`src/rtl/count_stepper_if.sv`:
```
// Command and downstream-counter bundle for count_stepper.
// The master offers commands; the slave drives the counter controls.
interface count_stepper_if #(
    parameter int WIDTH = 16
);
    logic             start_valid;
    logic [WIDTH-1:0] base;
    logic [WIDTH-1:0] target;
    logic             abort;
    logic             start_ready;
    logic             load;
    logic [WIDTH-1:0] I;
    logic             direction;
    logic [2:0]       value;
    logic             busy;
    logic             done;
    logic [WIDTH-1:0] shadow;

    modport master (
        output start_valid, base, target, abort,
        input  start_ready, load, I, direction, value, busy, done, shadow
    );

    modport slave (
        input  start_valid, base, target, abort,
        output start_ready, load, I, direction, value, busy, done, shadow
    );
endinterface

```
`src/rtl/count_stepper.sv`:
```
// Drives a loadable up/down counter from base to target in bounded steps.
// All outputs are registered; shadow tracks the counter's resulting value.
module count_stepper #(
    parameter int WIDTH    = 16,
    parameter int MAX_STEP = 7
) (
    input logic            clock,
    input logic            clear,
    count_stepper_if.slave bus
);
    typedef enum logic [1:0] {IDLE, LOAD, STEP, DONE} state_e;

    localparam logic [WIDTH-1:0] MAX_W = WIDTH'(MAX_STEP);
    localparam logic [2:0]       MAX_V = 3'(MAX_STEP);

    state_e           state_q, state_d;
    logic [WIDTH-1:0] rem_q, rem_d;
    logic [WIDTH-1:0] i_q, i_d;
    logic [WIDTH-1:0] shadow_q, shadow_d;
    logic             dir_q, dir_d;
    logic             load_q, load_d;
    logic             done_q, done_d;
    logic             busy_q, busy_d;
    logic             ready_q, ready_d;
    logic [2:0]       value_q, value_d;
    logic [2:0]       step;
    logic [WIDTH-1:0] step_w;

    // Step size: MAX_STEP, or the small remainder (which then fits 3 bits).
    always_comb begin
        step   = (rem_q > MAX_W) ? MAX_V : rem_q[2:0];
        step_w = {{(WIDTH-3){1'b0}}, step};
    end

    // Next state and next registered outputs.
    always_comb begin
        state_d  = state_q;
        rem_d    = rem_q;
        i_d      = i_q;
        shadow_d = shadow_q;
        dir_d    = dir_q;
        load_d   = 1'b1;
        value_d  = 3'd0;
        done_d   = 1'b0;
        unique case (state_q)
            IDLE: begin
                if (bus.start_valid) begin
                    state_d  = LOAD;
                    load_d   = 1'b0;
                    i_d      = bus.base;
                    shadow_d = bus.base;
                    if (bus.target >= bus.base) begin
                        dir_d = 1'b1;
                        rem_d = bus.target - bus.base;
                    end else begin
                        dir_d = 1'b0;
                        rem_d = bus.base - bus.target;
                    end
                end
            end
            LOAD, STEP: begin
                if (bus.abort) begin
                    state_d = IDLE;
                end else if (rem_q != '0) begin
                    state_d  = STEP;
                    value_d  = step;
                    rem_d    = rem_q - step_w;
                    shadow_d = dir_q ? shadow_q + step_w
                                     : shadow_q - step_w;
                end else begin
                    state_d = DONE;
                    done_d  = 1'b1;
                end
            end
            DONE: begin
                state_d = IDLE;
            end
            default: begin
                state_d = IDLE;
            end
        endcase
        busy_d  = (state_d == LOAD) || (state_d == STEP);
        ready_d = (state_d == IDLE);
    end

    // State and output registers with synchronous active-low clear.
    always_ff @(posedge clock) begin
        if (!clear) begin
            state_q  <= IDLE;
            rem_q    <= '0;
            i_q      <= '0;
            shadow_q <= '0;
            dir_q    <= 1'b1;
            load_q   <= 1'b1;
            value_q  <= 3'd0;
            done_q   <= 1'b0;
            busy_q   <= 1'b0;
            ready_q  <= 1'b1;
        end else begin
            state_q  <= state_d;
            rem_q    <= rem_d;
            i_q      <= i_d;
            shadow_q <= shadow_d;
            dir_q    <= dir_d;
            load_q   <= load_d;
            value_q  <= value_d;
            done_q   <= done_d;
            busy_q   <= busy_d;
            ready_q  <= ready_d;
        end
    end

    assign bus.start_ready = ready_q;
    assign bus.load        = load_q;
    assign bus.I           = i_q;
    assign bus.direction   = dir_q;
    assign bus.value       = value_q;
    assign bus.busy        = busy_q;
    assign bus.done        = done_q;
    assign bus.shadow      = shadow_q;
endmodule

```
`src/flat_wrapper.sv`:
```
// flat-port wrapper written by rule: the top's interface ports become plain ports
module count_stepper_flat 
#(
    parameter int WIDTH    = 16,
    parameter int MAX_STEP = 7
)
  (clock, clear, bus_start_valid, bus_base, bus_target, bus_abort, bus_start_ready, bus_load, bus_I, bus_direction, bus_value, bus_busy, bus_done, bus_shadow);
  count_stepper_if #(.WIDTH(WIDTH)) bus_i ();
  input logic clock;
  input logic clear;
  input wire logic [$bits(bus_i.start_valid)-1:0] bus_start_valid;
  input wire logic [$bits(bus_i.base)-1:0] bus_base;
  input wire logic [$bits(bus_i.target)-1:0] bus_target;
  input wire logic [$bits(bus_i.abort)-1:0] bus_abort;
  output wire logic [$bits(bus_i.start_ready)-1:0] bus_start_ready;
  output wire logic [$bits(bus_i.load)-1:0] bus_load;
  output wire logic [$bits(bus_i.I)-1:0] bus_I;
  output wire logic [$bits(bus_i.direction)-1:0] bus_direction;
  output wire logic [$bits(bus_i.value)-1:0] bus_value;
  output wire logic [$bits(bus_i.busy)-1:0] bus_busy;
  output wire logic [$bits(bus_i.done)-1:0] bus_done;
  output wire logic [$bits(bus_i.shadow)-1:0] bus_shadow;
  assign bus_i.start_valid = bus_start_valid;
  assign bus_i.base = bus_base;
  assign bus_i.target = bus_target;
  assign bus_i.abort = bus_abort;
  assign bus_start_ready = bus_i.start_ready;
  assign bus_load = bus_i.load;
  assign bus_I = bus_i.I;
  assign bus_direction = bus_i.direction;
  assign bus_value = bus_i.value;
  assign bus_busy = bus_i.busy;
  assign bus_done = bus_i.done;
  assign bus_shadow = bus_i.shadow;
  count_stepper #(.WIDTH(WIDTH), .MAX_STEP(MAX_STEP)) u_core (.clock(clock), .clear(clear), .bus(bus_i));
endmodule
```
`config.mk`:
```
export PLATFORM = sky130hd
export DESIGN_NAME = count_stepper_flat
export DESIGN_NICKNAME = d
export VERILOG_FILES = /design/src/rtl/count_stepper_if.sv /design/src/rtl/count_stepper.sv /design/src/flat_wrapper.sv
export SDC_FILE = /design/constraint.sdc
export NUM_CORES = 1
export LEC_CHECK = 0
export ABC_AREA = 1
export BUFFER_PORTS_ARGS = -buffer_cell sky130_fd_sc_hd__buf_2
export CAP_MARGIN = 20
export CORE_MARGIN = 3
export CORE_UTILIZATION = 60
export CTS_BUF_LIST = sky130_fd_sc_hd__clkbuf_4 sky130_fd_sc_hd__clkbuf_8
export DETAILED_ROUTE_END_ITERATION = 10
export PLACE_DENSITY = 0.9
export SETUP_SLACK_MARGIN = 0.15
export SYNTH_ARGS = -nofsm -noshare
export SYNTH_HDL_FRONTEND = slang
export SYNTH_SLANG_ARGS = --single-unit
```
`constraint.sdc`:
```
create_clock -name clock -period 4.48 [get_ports clock]
set_input_delay 0.896 -clock clock [delete_from_list [all_inputs] [get_ports clock]]
set_output_delay 0.896 -clock clock [all_outputs]
set_load 0.01 [all_outputs]
```
==> results <==
- The flow ran to the end, and the final reports show no timing, DRC or antenna violations.
- For flop-to-flop paths, the worst setup slack is 1240 ps.
- The number of clock sinks is 58.
- The hold path startpoint is u_core.bus.shadow[9].
- The critical register-to-register path endpoint is u_core.bus.shadow[9].
- Wire segments on met2 add up to 7310 um in the final route.
- The most common flop cell mapped by yosys is sky130_fd_sc_hd__dfxtp_1.
- The path type of the worst min-delay path is register to register.
- In the final routed layout, each cell accounts on average for 14.1 um.
- The die covers 10800 um2.
- The repair_antennas step left the layout with diodes totalling 0.
- The power spent charging and discharging nets is 1060 uW.
- The overall die width is 104 um.
- The smallest clock period supported by the final layout is computed as 3240 ps.
- The count of hold-fix buffers inserted at cts is 0.
- Internal power comes to 1310 uW.
- The placeable core region is 9280 um2.
- The total via count after detailed routing is 6169.
- Once the floorplan was initialized, standard cells occupied 61.8% of the core.
- The number of levels the H-tree was split into is 3.
- The later pin in the worst-skew pair is clocked with a latency of 360 ps.
- The most instantiated library cell after synthesis is sky130_fd_sc_hd__nand2_1.
- After synthesis the cells add up to 5740 um2.
- The destination of the worst hold path is u_core.bus.shadow[9].
- The clock tree from TritonCTS is yes.
- Setup violations remaining at the end of the flow were counted as 0.
- From bottom edge to top edge, the die measures 104 um.
- The part of the power in combinational logic is 48.2%.
- The total leakage power is 0.00344 uW.
- The type of destination of the critical path is a register.
- The number of cells traversed by the worst hold path is 2.
- The final sum of negative setup slack is 0 ps.
- The final max-slew violation count is 0.
- Per report_power, the clock group accounts for 23.8% of the total.
- The number of different library cells in the post-synthesis netlist is 46.
- The detailed router's first-iteration violation count is 404.
- In the synthesized netlist the async set-or-reset flop fraction comes to 0%.
- The area growth from synthesis to layout is 10.2%.
- The worst slack at placement is 1320 ps.
- Once detail routing completed, the nets flagged for antenna violations numbered 0.
- For this run, design rule violations remaining after detail routing come to 0.
- Of the synthesized area, sequential elements account for 20.2%.
- The post-route netlist has 13.4% of its cells at a drive strength greater than 1.
- The startpoint identified for the worst register-to-register timing path is u_core.rem_q[11].
- The worst reg-to-reg path cell count is 19.
- In the final routing, the length of wire on met1 measures 6920 um.
- In the post-route analysis, the smallest setup slack over all paths is 1240 ps.
- The upper clock frequency limit is 0.309 GHz.
- The congestion estimate from routability-driven global placement came to 1.04.
- After detailed routing, the met3 layer carries 1140 um of wire.
- After synthesis the netlist holds a flip-flop and latch count of 58.
- Headroom to the max-slew limit came out at 42.2%.
- Power comes to 2370 uW.
- The number of antenna violations at the first check in global routing is 0.
- The fraction of power spent switching nets is 44.8%.
- Clock tree synthesis inserted a total of 9 buffers.
- The largest net degree at the start of global routing is 38.
- The number of port buffers is 75.
- For this run, the total global-route usage over all layers was measured as 29.8%.
- The slew of the pin with the lowest slew margin is 866 ps.
- The worst setup path is of the register to register kind.
- STA classifies the critical path startpoint as a register.
- The final critical-path share of the clock period is 72.3%.
- The net count after synthesis is 1021.
- The number of warnings reported in the yosys synthesis log is 0.
- The routed wire length is 15800 um.
- The highest metal layer with signal wires is met4.
- The first TritonRoute pass finished after 5 iterations.
- In this run, post-CTS repair resized a total of 0 instances.
- Setup repair after global routing left no endpoint under its margin.
- The total global routing overflow is 0.
- The number of standard-cell rows in the floorplan is 35.
- The number of max-cap violations is 0.
- The number of global-route vias before repair is 5770.
- Clock-pin slew was measured on the worst setup and hold paths at 70 ps.
- The worst IR drop on VDD is 0.219 mV.
- Sequential cells account for 28.0% of the total power.
- The buffer count from post-CTS setup fixing is 0.
- The clock skew after layout is 17.0 ps.
- The top-area cell type share of the netlist area is 20.2%.
- A synthesized cell averages 6.16 um2.
- In this run the worst path has a maximum fanout of 10.
- The total power per unit cell area is 375 nW/um2.
- The total count of hold-check failures in the final report came to 0.
- The final-stage net count is 1077.
- The commonest cells after synthesis are sky130_fd_sc_hd__nand2_1, sky130_fd_sc_hd__inv_1, sky130_fd_sc_hd__a21oi_1, sky130_fd_sc_hd__nand3_1.
- Yosys attributes the largest share of cell area to sky130_fd_sc_hd__dfxtp_1, sky130_fd_sc_hd__nand2_1, sky130_fd_sc_hd__ha_1, sky130_fd_sc_hd__inv_1, sky130_fd_sc_hd__a21oi_1.
- Clock tree synthesis selected as its root buffer the cell sky130_fd_sc_hd__clkbuf_8.
- The number of cells produced by synthesis is 931.
- Data arrives at the worst endpoint at 3450 ps.
- The biggest area contributor in the post-synthesis netlist is sky130_fd_sc_hd__dfxtp_1.
- The number of flops mapped to enable cells by yosys is 0.
- The number of ports placed on the die boundary is 76.
- The first global-routing pass estimated 26900 um of wire.
- The data required time at the worst endpoint is 4700 ps.
- The clock passes through at most 2 buffers.
- The average via count per standard cell is 5.50.
- The post-detailed-placement half-perimeter wirelength is 12200 um.
## worst max-delay path by stage
stage / start / end / slack, ps
2_1_floorplan: u_core.rem_q[8] / u_core.bus.shadow[11] / 1670
3_3_place_gp: u_core.rem_q[3] / u_core.bus.shadow[11] / 1430
3_5_place_dp: u_core.rem_q[6] / u_core.bus.shadow[9] / 1320
4_1_cts: u_core.rem_q[6] / u_core.bus.shadow[11] / 1300
5_1_grt: u_core.rem_q[11] / u_core.bus.shadow[9] / 900
6_report: u_core.rem_q[11] / u_core.bus.shadow[9] / 1240
## logic make-up after synthesis
kind of cell / after synthesis / synth area share, %
flip-flops: 58 / 20.2
adder cells (fa/ha/maj): 54 / 12.2
buffers and inverters: 173 / 12.5
XOR/XNOR: 25 / 3.82
AO/OA/AOI/OAI: 178 / 17.2
AND/OR/NAND/NOR: 443 / 34.1
## cell usage in the layout (no fill, tap or decap), types with 2 or more instances in the layout
| master | Yosys | layout |
|---|---|---|
| sky130_fd_sc_hd__a31oi_1 | 8 | 8 |
| sky130_fd_sc_hd__nor3_2 | 2 | 2 |
| sky130_fd_sc_hd__ha_1 | 51 | 51 |
| sky130_fd_sc_hd__nand2_1 | 261 | 261 |
| sky130_fd_sc_hd__nand3_1 | 73 | 73 |
| sky130_fd_sc_hd__nor3_1 | 5 | 5 |
| sky130_fd_sc_hd__buf_2 | 6 | 75 |
| sky130_fd_sc_hd__nor2_2 | 3 | 3 |
| sky130_fd_sc_hd__clkinv_4 | 0 | 2 |
| sky130_fd_sc_hd__xnor2_1 | 7 | 7 |
| sky130_fd_sc_hd__inv_1 | 135 | 135 |
| sky130_fd_sc_hd__or2_2 | 3 | 3 |
| sky130_fd_sc_hd__nor2_1 | 58 | 58 |
| sky130_fd_sc_hd__o211ai_1 | 4 | 4 |
| sky130_fd_sc_hd__nand4_1 | 9 | 9 |
| sky130_fd_sc_hd__nand2_2 | 10 | 10 |
| sky130_fd_sc_hd__o21ai_1 | 6 | 6 |
| sky130_fd_sc_hd__bufinv_16 | 0 | 2 |
| sky130_fd_sc_hd__o21ai_2 | 3 | 3 |
| sky130_fd_sc_hd__nor2_4 | 2 | 2 |
| sky130_fd_sc_hd__a21oi_4 | 3 | 3 |
| sky130_fd_sc_hd__inv_2 | 6 | 6 |
| sky130_fd_sc_hd__a21oi_1 | 87 | 87 |
| sky130_fd_sc_hd__o21bai_1 | 6 | 6 |
| sky130_fd_sc_hd__nand2_4 | 4 | 4 |
| sky130_fd_sc_hd__xor2_1 | 18 | 18 |
| sky130_fd_sc_hd__a211oi_1 | 2 | 2 |
| sky130_fd_sc_hd__o21a_1 | 2 | 2 |
| sky130_fd_sc_hd__a21o_1 | 2 | 2 |
| sky130_fd_sc_hd__nand3_2 | 2 | 2 |
| sky130_fd_sc_hd__fa_1 | 3 | 3 |
| sky130_fd_sc_hd__o21ai_0 | 53 | 53 |
| sky130_fd_sc_hd__dfxtp_1 | 58 | 58 |
| sky130_fd_sc_hd__clkbuf_8 | 0 | 9 |
| sky130_fd_sc_hd__clkinvlp_4 | 0 | 2 |
| sky130_fd_sc_hd__nand3b_1 | 5 | 5 |
## stage by stage
step                      area (um2)  std cells  util, %  hold slack, ps
final                           6320       1121     68.1             493
after global routing            6320       1121     68.1             521
after CTS                       6320       1121     68.1             493
after detailed placement        6100       1105     65.7             483
after global placement          6100       1105     65.7             478
after floorplan                 5740        931        -             464
## power groups by stage
stage          logic, uW  registers, uW  clock network (uW)
2_1_floorplan        849            681                   0
3_3_place_gp        1100            670                   0
3_5_place_dp        1120            670                   0
4_1_cts             1120            660                 564
5_1_grt             1290            673                 587
6_report            1140            664                 566
## per-layer routing
| layer | up-vias | global-route usage [%] |
|---|---|---|
| li1 | 3109 | - |
| met1 | 2768 | 39.4 |
| met2 | 252 | 49.1 |
| met3 | 40 | 4.11 |
| met4 | 0 | 12.1 |
| met5 | - | 0 |
## worst max-delay path, cell delays in order (launching register included)
cell and delay, ps:
sky130_fd_sc_hd__dfxtp_1 350, sky130_fd_sc_hd__nor2_1 170, sky130_fd_sc_hd__nand2_1 120, sky130_fd_sc_hd__nor2_2 180
sky130_fd_sc_hd__nand2_4 120, sky130_fd_sc_hd__nor2_1 170, sky130_fd_sc_hd__ha_1 180, sky130_fd_sc_hd__ha_1 230
sky130_fd_sc_hd__nand2_1 70, sky130_fd_sc_hd__o21ai_0 100, sky130_fd_sc_hd__ha_1 350, sky130_fd_sc_hd__a21oi_1 180
sky130_fd_sc_hd__nand2_1 130, sky130_fd_sc_hd__nand2_1 80, sky130_fd_sc_hd__nand2_1 100, sky130_fd_sc_hd__nand2_1 80
sky130_fd_sc_hd__nand3_1 100, sky130_fd_sc_hd__xor2_1 170, sky130_fd_sc_hd__o21ai_0 140, sky130_fd_sc_hd__a21oi_1 80
## flip-flops by register name (all words and copies together) (netlist names)
name,count
u_core.bus.done,1
u_core.bus.busy,1
u_core.rem_q,16
u_core.bus.start_ready,1
u_core.bus.load,1
u_core.bus.shadow,16
u_core.bus.I,16
u_core.bus.value,3
u_core.state_q,2
u_core.bus.direction,1
## cell type report
cell class,count,area [um2]
Multi-Input combinational cell,700,3860
Fill cell,829,2960
Sequential cell,58,1160
Inverter,142,533
Timing Repair Buffer,76,383
Tap cell,129,161
Clock buffer,9,124
Clock inverter,7,101
Note: power is estimated with default switching activity, not from simulation.
